$ cat src/rtl/dso_align_pkg.sv
// Shared types and counter widths for the frame-clock alignment controller.
package dso_align_pkg;

  typedef enum logic [2:0] {
    SEARCH,
    SLIP,
    SETTLE,
    VERIFY,
    LOCKED,
    FAIL
  } lane_state_e;

  // Widths cover the full legal ranges: SETTLE_CYC <= 255, LOCK_CNT/MISS_LIMIT <= 15.
  localparam int SETTLE_W   = 8;
  localparam int MATCH_W    = 4;
  localparam int MISS_W     = 4;
  localparam int SLIP_CNT_W = 4;
  localparam logic [SLIP_CNT_W-1:0] SLIP_CNT_MAX = '1;

  function automatic int tally_w(input int deser_w);
    return $clog2(deser_w + 1);
  endfunction

endpackage

$ cat src/rtl/fclk_align_lane.sv
// Single frame lane: bitslip search, lock verification, lock monitoring and retrain.
module fclk_align_lane
  import dso_align_pkg::*;
#(
  parameter int                 DESER_W    = 8,
  parameter logic [DESER_W-1:0] PATTERN    = DESER_W'(8'h0F),
  parameter int                 SETTLE_CYC = 16,
  parameter int                 LOCK_CNT   = 4,
  parameter int                 MISS_LIMIT = 2
) (
  input  logic                  divclk,
  input  logic                  rst,
  input  logic                  retrain,
  input  logic [DESER_W-1:0]    frame,
  output logic                  bitslip,
  output logic                  lane_locked,
  output logic                  align_fail,
  output logic [SLIP_CNT_W-1:0] slip_count
);

  localparam int TALLY_W = tally_w(DESER_W);
  localparam logic [SETTLE_W-1:0] SETTLE_LAST = SETTLE_W'(SETTLE_CYC - 1);
  localparam logic [MATCH_W-1:0]  LOCK_TGT    = MATCH_W'(LOCK_CNT);
  localparam logic [MISS_W-1:0]   MISS_TGT    = MISS_W'(MISS_LIMIT);
  localparam logic [TALLY_W-1:0]  TALLY_MAX   = TALLY_W'(DESER_W);

  lane_state_e           state, state_n;
  logic [MATCH_W-1:0]    match_cnt, match_n;
  logic [MISS_W-1:0]     miss_cnt, miss_n;
  logic [SETTLE_W-1:0]   settle_cnt, settle_n;
  logic [TALLY_W-1:0]    tally, tally_n;
  logic [SLIP_CNT_W-1:0] slips_n;
  logic [SETTLE_W-1:0]   gap_cnt;
  logic                  is_match, slip_ok;

  assign is_match = (frame == PATTERN);
  // A retrain can cut a settle short; the gap counter still enforces pulse spacing.
  assign slip_ok  = (gap_cnt == '0);

  // NOTE: every variable gets its default before the case so no latch is inferred.
  always_comb begin
    state_n  = state;
    match_n  = match_cnt;
    miss_n   = miss_cnt;
    settle_n = settle_cnt;
    tally_n  = tally;
    slips_n  = slip_count;
    case (state)
      SEARCH: begin
        if (is_match) begin
          if (LOCK_CNT == 1) begin
            state_n = LOCKED;
            miss_n  = '0;
          end else begin
            state_n = VERIFY;
            match_n = MATCH_W'(1);
          end
        end else if (slip_ok) begin
          state_n = SLIP;
        end
      end
      SLIP: begin
        settle_n = '0;
        state_n  = (tally == TALLY_MAX) ? FAIL : SETTLE;
      end
      SETTLE: begin
        if (settle_cnt == SETTLE_LAST) state_n = SEARCH;
        else                           settle_n = settle_cnt + 1'b1;
      end
      VERIFY: begin
        if (is_match) begin
          if (match_cnt + 1'b1 == LOCK_TGT) begin
            state_n = LOCKED;
            miss_n  = '0;
          end else begin
            match_n = match_cnt + 1'b1;
          end
        end else begin
          state_n = slip_ok ? SLIP : SEARCH;
        end
      end
      LOCKED: begin
        if (is_match) begin
          miss_n = '0;
        end else if (miss_cnt + 1'b1 == MISS_TGT) begin
          state_n = SEARCH;
          miss_n  = '0;
          tally_n = '0;
          slips_n = '0;
        end else begin
          miss_n = miss_cnt + 1'b1;
        end
      end
      default: state_n = FAIL;
    endcase

    if (state_n == SLIP) begin
      tally_n = tally + 1'b1;
      if (slip_count != SLIP_CNT_MAX) slips_n = slip_count + 1'b1;
    end

    if (retrain) begin
      state_n  = SEARCH;
      match_n  = '0;
      miss_n   = '0;
      settle_n = '0;
      tally_n  = '0;
      slips_n  = '0;
    end
  end

  // NOTE: sequential state uses non-blocking assignments only.
  always_ff @(posedge divclk) begin
    if (rst) begin
      state       <= SEARCH;
      match_cnt   <= '0;
      miss_cnt    <= '0;
      settle_cnt  <= '0;
      tally       <= '0;
      gap_cnt     <= '0;
      slip_count  <= '0;
      bitslip     <= 1'b0;
      lane_locked <= 1'b0;
      align_fail  <= 1'b0;
    end else begin
      state       <= state_n;
      match_cnt   <= match_n;
      miss_cnt    <= miss_n;
      settle_cnt  <= settle_n;
      tally       <= tally_n;
      slip_count  <= slips_n;
      bitslip     <= (state_n == SLIP);
      lane_locked <= (state_n == LOCKED);
      align_fail  <= (state_n == FAIL);
      if (state == SLIP)      gap_cnt <= SETTLE_LAST;
      else if (gap_cnt != '0) gap_cnt <= gap_cnt - 1'b1;
    end
  end

endmodule

$ cat src/rtl/fclk_align_ctrl.sv
// Multi-ADC frame-clock alignment: one independent lane per ADC plus aggregate lock.
module fclk_align_ctrl
  import dso_align_pkg::*;
#(
  parameter int                 NUM_ADC    = 1,
  parameter int                 DESER_W    = 8,
  parameter logic [DESER_W-1:0] PATTERN    = DESER_W'(8'h0F),
  parameter int                 SETTLE_CYC = 16,
  parameter int                 LOCK_CNT   = 4,
  parameter int                 MISS_LIMIT = 2
) (
  input  logic                          divclk,
  input  logic                          rst,
  input  logic                          retrain,
  input  logic [NUM_ADC*DESER_W-1:0]    fclk_deser,
  output logic [NUM_ADC-1:0]            bitslip,
  output logic [NUM_ADC-1:0]            lane_locked,
  output logic                          all_locked,
  output logic [NUM_ADC-1:0]            align_fail,
  output logic [NUM_ADC*SLIP_CNT_W-1:0] slip_count
);

  for (genvar i = 0; i < NUM_ADC; i++) begin : g_lane
    fclk_align_lane #(
      .DESER_W    (DESER_W),
      .PATTERN    (PATTERN),
      .SETTLE_CYC (SETTLE_CYC),
      .LOCK_CNT   (LOCK_CNT),
      .MISS_LIMIT (MISS_LIMIT)
    ) u_lane (
      .divclk      (divclk),
      .rst         (rst),
      .retrain     (retrain),
      .frame       (fclk_deser[i*DESER_W +: DESER_W]),
      .bitslip     (bitslip[i]),
      .lane_locked (lane_locked[i]),
      .align_fail  (align_fail[i]),
      .slip_count  (slip_count[i*SLIP_CNT_W +: SLIP_CNT_W])
    );
  end

  always_ff @(posedge divclk) begin
    if (rst) all_locked <= 1'b0;
    else     all_locked <= &lane_locked;
  end

endmodule

$ cat config.mk
export PLATFORM = sky130hd
export DESIGN_NAME = fclk_align_ctrl
export DESIGN_NICKNAME = d
export VERILOG_FILES = /design/src/rtl/dso_align_pkg.sv /design/src/rtl/fclk_align_lane.sv /design/src/rtl/fclk_align_ctrl.sv
export SDC_FILE = /design/constraint.sdc
export NUM_CORES = 1
export LEC_CHECK = 0
export BUFFER_PORTS_ARGS = -buffer_cell sky130_fd_sc_hd__buf_2
export CORE_ASPECT_RATIO = 1.75
export CORE_MARGIN = 2
export CORE_UTILIZATION = 45
export DETAILED_ROUTE_END_ITERATION = 6
export PLACE_DENSITY = 0.71
export RECOVER_POWER = 100
export SETUP_SLACK_MARGIN = 0.1
export SYNTH_ARGS = -nofsm -noshare
export SYNTH_HDL_FRONTEND = slang
export SYNTH_SLANG_ARGS = --single-unit
export TNS_END_PERCENT = 100
$ cat constraint.sdc
create_clock -name divclk -period 5.1 [get_ports divclk]
set_input_delay 0.51 -clock divclk [delete_from_list [all_inputs] [get_ports divclk]]
set_output_delay 0.51 -clock divclk [all_outputs]
set_load 0.02 [all_outputs]
==> results of run 1 <==
cell families after synthesis:
kind of cell    share of synthesized area [%]
simple gates                            27.18
xor+xnor                                5.052
mux                                    0.9622
compound gates                          20.93
buf+inv                                 3.548
flops                                   37.52
fa+ha+maj                               4.811
area by class of cell:
| class | instances | area (sq um) | area share, % |
|---|---|---|---|
| Clock buffer | 6 | 72.57 | 3.219 |
| Timing Repair Buffer | 18 | 77.57 | 3.441 |
| Multi-Input combinational cell | 185 | 1170 | 51.89 |
| Sequential cell | 39 | 780.7 | 34.63 |
| Inverter | 8 | 30.03 | 1.332 |
| Clock inverter | 2 | 60.06 | 2.664 |
| Tap cell | 51 | 63.81 | 2.830 |
sequential cells by signal, indices dropped and copies added (netlist names):
| register | flops |
|---|---|
| g_lane.u_lane.lane_locked | 1 |
| g_lane.u_lane.settle_cnt | 8 |
| g_lane.u_lane.miss_cnt | 4 |
| g_lane.u_lane.tally | 4 |
| g_lane.u_lane.gap_cnt | 8 |
| g_lane.u_lane.slip_count | 4 |
| g_lane.u_lane.state | 3 |
| g_lane.u_lane.align_fail | 1 |
| g_lane.u_lane.bitslip | 1 |
| all_locked | 1 |
| g_lane.u_lane.match_cnt | 4 |
path summary, 6_finish.rpt:
path	to	slack (ns)
min reg2reg	all_locked$_SDFF_PP0_	0.48
max	g_lane[0].u_lane.slip_count[1]$_SDFF_PP0_	2.47
min	all_locked$_SDFF_PP0_	0.48
max reg2reg	g_lane[0].u_lane.slip_count[1]$_SDFF_PP0_	2.47
power groups by stage:
stage	Clock (W)	Sequential (W)	Combinational [W]
global placement	0	0.000367	0.000271
detailed placement	0	0.000368	0.000274
finish	0.000303	0.000359	0.000251
floorplan	0	0.000368	0.000232
global route	0.000320	0.000365	0.000285
CTS	0.000309	0.000361	0.000276
metal layers:
| layer | share of wire, % | vias to the layer above |
|---|---|---|
| met1 | 41 | 839 |
| met4 | 2.3 | 0 |
| met3 | 2.1 | 9 |
| met5 | 0 | - |
| met2 | 55 | 17 |
| li1 | - | 908 |
through the flow:
| stage | area [sq um] | std cells |
|---|---|---|
| 5_1_grt | 2255 | 309 |
| 6_report | 2255 | 309 |
| 4_1_cts | 2323 | 309 |
| 3_5_place_dp | 2191 | 301 |
| 2_1_floorplan | 2081 | 241 |
| 3_3_place_gp | 2191 | 301 |
placed cells by master, fill, tap and decap left out, types with 3 or more instances in the layout:
master / netlist / routed
a211oi_1: 5 / 5
a21oi_1: 16 / 16
a31oi_1: 3 / 3
and3_1: 3 / 3
buf_2: 2 / 8
clkbuf_1: 6 / 11
clkbuf_8: 0 / 5
dfxtp_1: 39 / 39
ha_1: 8 / 8
inv_1: 8 / 8
nand2_1: 19 / 19
nand2b_1: 3 / 3
nand3_1: 6 / 7
nand4_1: 3 / 3
nor2_1: 32 / 32
nor2b_1: 4 / 4
nor3_1: 7 / 7
nor3b_1: 3 / 3
nor4_1: 2 / 3
o21a_1: 3 / 3
o21ai_0: 9 / 10
o32ai_1: 2 / 3
or3_1: 5 / 5
or3b_1: 3 / 3
xnor2_1: 9 / 9
xor2_1: 3 / 3
==> flow_metrics.py, run 1 <==
metrics = {
    "run_status": {
        "status": "complete, no violations",
    },
    "clock_network": {
        "cts_resized": 0,
        "cts_buffer_depth": 2,
        "numCtsBuffers": 5,
        "h-tree-depth": 2,
        "clock_sinks": 39,
        "cts_tree": "done",
        "path_clk_slew_ns": 0.08,
        "cts-root-buf": "clkbuf_8",
        "post_cts_buffers": 0,
        "holdBufCountCts": 0,
        "clk-insertion-delay-late_ns": 0.29,
    },
    "timing": {
        "max_freq_ghz": 0.3801,
        "finalMaxSlewViolations": 0,
        "rsz0062_at_grt": "false",
        "period_share_pct": 51.59,
        "setup_ws_ns": 2.469,
        "setup_viol": 0,
        "skew_ns": 0.005686,
        "relSlewSlack_pct": 36.12,
        "finalCriticalPeriod_ns": 2.631,
        "whs_ns": 0.4806,
        "max_slew.worst_pin.slew_ns": 0.9481,
        "setup_tns_ns": 0,
        "hold_violations": 0,
    },
    "yosys": {
        "synth_top_area_cell": "dfxtp_1",
        "netlist_area_sq_mm": 0.002081,
        "syn_inst": 241,
        "avgSynthCellArea_sq_um": 8.634,
        "ys_seq_area_share_pct": 37.52,
        "synth_common_cells": "dfxtp_1 (39), nor2_1 (32), nand2_1 (19)",
        "ys_ff_latch": 39,
        "yosysUniqueCellTypes": 54,
        "synth_area_leaders": "dfxtp_1 (38%), nor2_1 (5.8%), ha_1 (4.8%), a21oi_1 (3.8%), xnor2_1 (3.8%)",
        "yosysMostFrequentCell": "dfxtp_1",
        "async_flop_share_pct": 0,
        "synth_top_area_share_pct": 37.52,
        "synth-main-ff-cell": "dfxtp_1",
        "synthesis.nets": 260,
        "synth-edff-count": 0,
        "synth-warning-count": 0,
    },
    "die": {
        "start_util_pct": 46.82,
        "placeableCoreArea_sq_mm": 0.004444,
        "chipHeight_microns": 93.96,
        "rows": 32,
        "die_area_sq_mm": 0.005205,
        "io_pins": 19,
        "die_w_microns": 55.40,
    },
    "worst_setup_path": {
        "worst-endpoint-required_ns": 5.26,
        "cp.buffers_inverters": 0,
        "cp-start-kind": "flip-flop",
        "slowest_stage": "a2111oi_0",
        "path_cells": "or4_1, a2111oi_0, o21a_1, nand3_1, mux2i_1",
        "critPathArrivalTime_ns": 2.79,
        "path_depth": 5,
        "slowest_delay_ns": 0.73,
        "cp_top_family": "compound AO/OA/AOI/OAI gates",
        "worst-path-max-fanout": 10,
        "cp-end-kind": "flip-flop",
        "setup.worst_path.start": "g_lane[0].u_lane.gap_cnt[4]$_SDFFE_PP0N_",
        "reg2reg_from": "g_lane[0].u_lane.gap_cnt[4]$_SDFFE_PP0N_",
        "r2r_cells": 5,
        "crit_type": "reg -> reg",
    },
    "power": {
        "p_clk_share_pct": 33.2,
        "switching_share_pct": 31.05,
        "total_power_w": 0.0009133,
        "seqPwrFrac_pct": 39.3,
        "p_sw_w": 0.0002836,
        "p_int_w": 0.0006297,
        "p_comb_share_pct": 27.5,
        "p_per_area_mw_per_mm2": 405.1,
        "p_leak_nw": 0.7935,
        "peakVddDrop_mv": 0.2457,
    },
    "final_layout": {
        "fin_util_pct": 50.73,
        "syn2layout_area_growth_pct": 8.358,
        "nets": 276,
        "layout-drive-gt1-share_pct": 7.752,
        "num-fill-cells": 440,
        "n_antenna_cell": 0,
    },
    "route": {
        "viasPerCell": 5.738,
        "drt_iter0_drc": 30,
        "wl_per_cell_microns": 13.82,
        "num_vias": 1773,
        "firstDrtPassIters": 4,
        "drt-total-wl_mm": 4.270,
        "drtAntennaViolNets": 0,
        "drcViolationCount": 0,
    },
    "grt": {
        "overflow": 0,
        "antenna_found_initial": 0,
        "grt_usage_pct": 17.00,
        "use_met1_pct": 15.88,
        "grt.busiest_layer": "met2",
        "use_met3_pct": 3.444,
        "met2_usage_pct": 33.33,
        "grt_pass1_wl_mm": 7.182,
        "grt_max_degree": 21,
        "grt_pass1_vias": 1756,
    },
    "placed_design": {
        "place_hpwl_mm": 3.140,
        "place_ws_ns": 2.691,
        "numPortBuffers": 18,
        "place_congestion": 0.7995,
    },
    "worst_hold_path": {
        "hp-start": "g_lane[0].u_lane.lane_locked$_SDFF_PP0_",
        "hold-path-cell-count": 1,
        "hp-class": "reg -> reg",
    },
    "run": {
        "cap_violations": 0,
    },
}
Note: power is estimated with default switching activity, not from simulation.
==> run 2, diff against run 1 <==
==> constraint.sdc (replaced) <==
create_clock -name divclk -period 2.5 [get_ports divclk]
set_input_delay 0.25 -clock divclk [delete_from_list [all_inputs] [get_ports divclk]]
set_output_delay 0.25 -clock divclk [all_outputs]
set_load 0.02 [all_outputs]
==> run 2 against run 1 <==
Net effect: via count up 1.2%; first-iteration DRC count up 60%; setup slack worse by 2.2 ns; routed wire length up 3.0%; clock power up 110%; count of clock-buffer cells in the layout unchanged; sequential share of layout area down 0.72 points; worst hold slack worse by 0.25 ns.
==> flow_metrics.py, run 2 (synthesis gave the netlist of run 1 again) <==
metrics = {
    "die": {
        "rows": 32,
        "io_pins": 19,
        "die_w_microns": 55.40,
        "placeableCoreArea_sq_mm": 0.004444,
        "die_area_sq_mm": 0.005205,
        "chipHeight_microns": 93.96,
        "start_util_pct": 46.82,
    },
    "worst_setup_path": {
        "critPathArrivalTime_ns": 2.45,
        "cp-start-kind": "flip-flop",
        "worst-endpoint-required_ns": 2.72,
        "path_cells": "or4_1, a2111oi_4, o21a_1, a31oi_1, nor4b_4",
        "worst-path-max-fanout": 10,
        "crit_type": "reg -> reg",
        "slowest_stage": "or4_1",
        "cp-end-kind": "flip-flop",
        "slowest_delay_ns": 0.61,
    },
    "grt": {
        "grt_usage_pct": 18.25,
        "grt_max_degree": 21,
        "grt_pass1_wl_mm": 7.596,
        "antenna_found_initial": 0,
        "overflow": 0,
        "grt_pass1_vias": 1714,
    },
    "route": {
        "viasPerCell": 5.772,
        "wl_per_cell_microns": 14.14,
        "drt_iter0_drc": 48,
        "firstDrtPassIters": 4,
        "drcViolationCount": 0,
        "num_vias": 1795,
        "drtAntennaViolNets": 0,
        "drt-total-wl_mm": 4.399,
    },
    "worst_hold_path": {
        "hp-class": "in -> reg",
    },
    "placed_design": {
        "numPortBuffers": 18,
        "placed_cell_area_sq_mm": 0.002206,
        "place_hpwl_mm": 3.260,
        "place_congestion": 0.8596,
    },
    "final_layout": {
        "n_antenna_cell": 0,
        "layout_commonest_cell": "dfxtp_1",
        "fin_util_pct": 51.80,
        "final_cell_mix": "dfxtp_1 (39), nor2_1 (32), nand2_1 (19)",
        "multi_input_area_sq_mm": 0.001201,
        "nets": 278,
        "final_cell_area_sq_mm": 0.002302,
        "top_regs": "g_lane.u_lane.gap_cnt: 8 flops, g_lane.u_lane.settle_cnt: 8 flops",
        "syn2layout_area_growth_pct": 10.64,
        "seq_area_sq_um": 780.7,
        "num-fill-cells": 434,
        "layout-drive-gt1-share_pct": 10.38,
    },
    "timing": {
        "setup_viol": 0,
        "setup_tns_ns": 0,
        "period_share_pct": 89.01,
        "relSlewSlack_pct": 28.36,
        "finalMaxSlewViolations": 0,
        "finalCriticalPeriod_ns": 2.225,
        "rsz0062_at_grt": "false",
        "max_slew.worst_pin.slew_ns": 1.063,
        "skew_ns": 0.01587,
        "hold_violations": 0,
        "whs_ns": 0.2302,
        "max_freq_ghz": 0.4494,
    },
    "power": {
        "total_power_w": 0.001900,
        "peakVddDrop_mv": 0.5447,
        "p_per_area_mw_per_mm2": 825.2,
        "p_leak_nw": 0.8227,
    },
    "clock_network": {
        "clock_sinks": 39,
        "cts_tree": "done",
        "h-tree-depth": 2,
        "clk-insertion-delay-late_ns": 0.30,
        "cts_buffer_depth": 2,
        "holdBufCountCts": 0,
        "cts-root-buf": "clkbuf_8",
        "path_clk_slew_ns": 0.09,
        "numCtsBuffers": 5,
    },
    "run": {
        "cap_violations": 0,
    },
    "run_status": {
        "status": "complete, no violations",
    },
}
run 2: cell types whose count changed in the layout (fill, tap and decap cells not counted), sizes merged:
cell	before	now
clkbuf	16	15
buf	8	11
run 2: final timing paths:
path	start	endpoint	slack, ns	cells after the start
min	retrain	g_lane[0].u_lane.slip_count[0]$_SDFF_PP0_	0.23	3
max	g_lane[0].u_lane.gap_cnt[4]$_SDFFE_PP0N_	g_lane[0].u_lane.slip_count[3]$_SDFF_PP0_	0.27	5
max reg2reg	g_lane[0].u_lane.gap_cnt[4]$_SDFFE_PP0N_	g_lane[0].u_lane.slip_count[3]$_SDFF_PP0_	0.27	5
min reg2reg	g_lane[0].u_lane.lane_locked$_SDFF_PP0_	all_locked$_SDFF_PP0_	0.48	1
run 2: critical path, delay by kind of cell (launching register included):
family / cells / cell delay [ns]
AOI/OAI and AO/OA: 3 / 0.98
DFF: 1 / 0.34
and+or+nand+nor: 2 / 0.83
run 2: power by group:
| part | internal, W | switching, W |
|---|---|---|
| clock network | 0.000399 | 0.000231 |
| registers | 0.000683 | 0.0000524 |
| logic | 0.000223 | 0.000311 |
run 2: repair_timing:
action                     4_1_cts  5_1_grt
setup endpoints to repair        0        9
gates resized for setup          0        1
buffers inserted                 0        0
run 2: area by class of cell:
cell class	count	share of cell area, %
Clock buffer	6	3.152
Clock inverter	2	2.609
Inverter	8	1.304
Multi-Input combinational cell	185	52.17
Sequential cell	39	33.91
Tap cell	51	2.772
Timing Repair Buffer	20	4.076
run 2: per-stage QoR:
step	cells	setup slack, ns
floorplan	241	0.5876
global placement	303	0.3327
detailed placement	303	0.2567
CTS	311	0.2402
global route	311	0.1481
finish	311	0.2748
run 2: routing by layer:
metal | wire [microns] | global-route usage [%]
met4 | 140 | 10.37
met1 | 1752 | 19.54
met3 | 104 | 3.719
met2 | 2401 | 32.74
met5 | 0 | 0
==> run 3, diff against run 2 <==
--- a/config.mk
+++ b/config.mk
@@ -10,6 +10,7 @@
 export CORE_MARGIN = 2
 export CORE_UTILIZATION = 45
 export DETAILED_ROUTE_END_ITERATION = 6
+export MAX_ROUTING_LAYER = met4
 export PLACE_DENSITY = 0.71
 export RECOVER_POWER = 100
 export SETUP_SLACK_MARGIN = 0.1
==> run 3 against run 2 <==
Net effect: fmax is 0.31% lower; core utilization stayed put; global-route usage is 0.55 points higher; power rose by 0.14%; cell area is the same; sequential share of layout area is the same; first-iteration DRC count decreased by 6.3%; critical endpoint unchanged.
==> flow_metrics.py, run 3 (synthesis gave the netlist of run 1 again) <==
metrics = {
    "worst_setup_path": {
        "cp-start-kind": "flip-flop",
        "worst-path-max-fanout": 10,
        "cp-end-kind": "flip-flop",
        "r2r_cells": 5,
        "crit_type": "reg -> reg",
        "critPathArrivalTime_ns": 2.46,
        "worst-endpoint-required_ns": 2.72,
    },
    "final_layout": {
        "nets": 278,
        "top_regs": "g_lane.u_lane.gap_cnt: 8 flops, g_lane.u_lane.settle_cnt: 8 flops",
        "n_antenna_cell": 0,
        "layout-drive-gt1-share_pct": 10.38,
        "syn2layout_area_growth_pct": 10.64,
        "layout_commonest_cell": "dfxtp_1",
        "final_cell_mix": "dfxtp_1 (39), nor2_1 (32), nand2_1 (19)",
        "fin_cells": 311,
        "final_cell_area_sq_mm": 0.002302,
    },
    "route": {
        "wl_met3_microns": 127,
        "drt_iter0_drc": 45,
        "num_vias": 1797,
        "viasPerCell": 5.778,
        "wl_met1_mm": 1.746,
        "wl_per_cell_microns": 14.20,
        "route.met2.wl_mm": 2.422,
        "firstDrtPassIters": 4,
        "drtAntennaViolNets": 0,
        "routed.top_layer": "met4",
        "drt-total-wl_mm": 4.415,
        "drcViolationCount": 0,
    },
    "clock_network": {
        "path_clk_slew_ns": 0.09,
        "cts_buffer_depth": 2,
        "cts-root-buf": "clkbuf_8",
        "h-tree-depth": 2,
        "numCtsBuffers": 5,
        "cts_tree": "done",
        "clk-insertion-delay-late_ns": 0.30,
        "clock_sinks": 39,
    },
    "power": {
        "p_per_area_mw_per_mm2": 826.4,
        "p_leak_nw": 0.8227,
        "peakVddDrop_mv": 0.5447,
    },
    "die": {
        "die_area_sq_mm": 0.005205,
        "io_pins": 19,
        "rows": 32,
        "die_w_microns": 55.40,
        "placeableCoreArea_sq_mm": 0.004444,
        "chipHeight_microns": 93.96,
        "start_util_pct": 46.82,
    },
    "grt": {
        "antenna_found_initial": 0,
        "grt_usage_pct": 18.80,
        "grt_pass1_wl_mm": 7.610,
        "grt_pass1_vias": 1714,
        "grt_max_degree": 21,
        "overflow": 0,
    },
    "timing": {
        "relSlewSlack_pct": 29.51,
        "finalCriticalPeriod_ns": 2.232,
        "skew_ns": 0.01483,
        "hold_violations": 0,
        "rsz0062_at_grt": "false",
        "setup_viol": 0,
        "finalMaxSlewViolations": 0,
        "setup_tns_ns": 0,
        "max_freq_ghz": 0.4480,
        "max_slew.worst_pin.slew_ns": 1.046,
        "whs_ns": 0.2286,
        "period_share_pct": 89.28,
    },
    "placed_design": {
        "numPortBuffers": 18,
        "place_hpwl_mm": 3.260,
        "place_congestion": 0.8734,
        "placed_cell_area_sq_mm": 0.002206,
        "dp.cells": 303,
    },
    "run_status": {
        "status": "complete, no violations",
    },
    "worst_hold_path": {
        "hold-path-cell-count": 3,
        "hp-class": "in -> reg",
    },
    "run": {
        "cap_violations": 0,
    },
}
==> run 3: cell counts in the layout (fill, tap and decap cells not counted) <==
Identical to the previous run, type by type.
==> run 3: repair_timing <==
action	4_1_cts	5_1_grt
hold buffers	0	0
buffers inserted	0	0
setup endpoints to repair	0	9
gates resized for setup	0	1
==> run 3: through the flow <==
step	util (%)	total power (W)	setup slack (ns)
after global placement	49.63	0.001297	0.3327
after CTS	52.62	0.001936	0.2402
after floorplan	-	0.001223	0.5876
after detailed placement	49.63	0.001307	0.2567
after global routing	51.80	0.002025	0.1481
final	51.80	0.001903	0.2679
==> run 3: cell type report <==
type	count	area (sq um)
clock buffer	6	72.57
clock inverter	2	60.06
fill	434	2142
inverter	8	30.03
multi-input combinational	185	1201
sequential	39	780.7
tap	51	63.81
timing repair buffer	20	93.84
==> run 3: worst paths after layout <==
kind / from / to / slack [ns]
setup / recovery: g_lane[0].u_lane.gap_cnt[4]$_SDFFE_PP0N_ / g_lane[0].u_lane.slip_count[3]$_SDFF_PP0_ / 0.27
hold / removal: retrain / g_lane[0].u_lane.slip_count[0]$_SDFF_PP0_ / 0.23
hold reg to reg: g_lane[0].u_lane.lane_locked$_SDFF_PP0_ / all_locked$_SDFF_PP0_ / 0.48
setup reg to reg: g_lane[0].u_lane.gap_cnt[4]$_SDFFE_PP0N_ / g_lane[0].u_lane.slip_count[3]$_SDFF_PP0_ / 0.27
==> run 3: per-layer routing <==
layer	global-route usage, %	up-vias
met1	19.79	844
met2	32.64	30
met3	3.719	11
li1	-	912
met5	-	-
met4	10.37	0
==> run 3: critical path, cell delays in order (launching register included) <==
cell and delay [ns]:
dfxtp_1 0.34, or4_1 0.61, a2111oi_4 0.40, o21a_1 0.40
a31oi_1 0.20, nor4b_4 0.22
==> run 3: where the power goes <==
group | switching, W | internal [W] | total (W)
logic | 0.000314 | 0.000223 | 0.000537
registers | 0.0000524 | 0.000683 | 0.000736
clock network | 0.000231 | 0.000399 | 0.000630
total | 0.000597 | 0.00131 | 0.00190
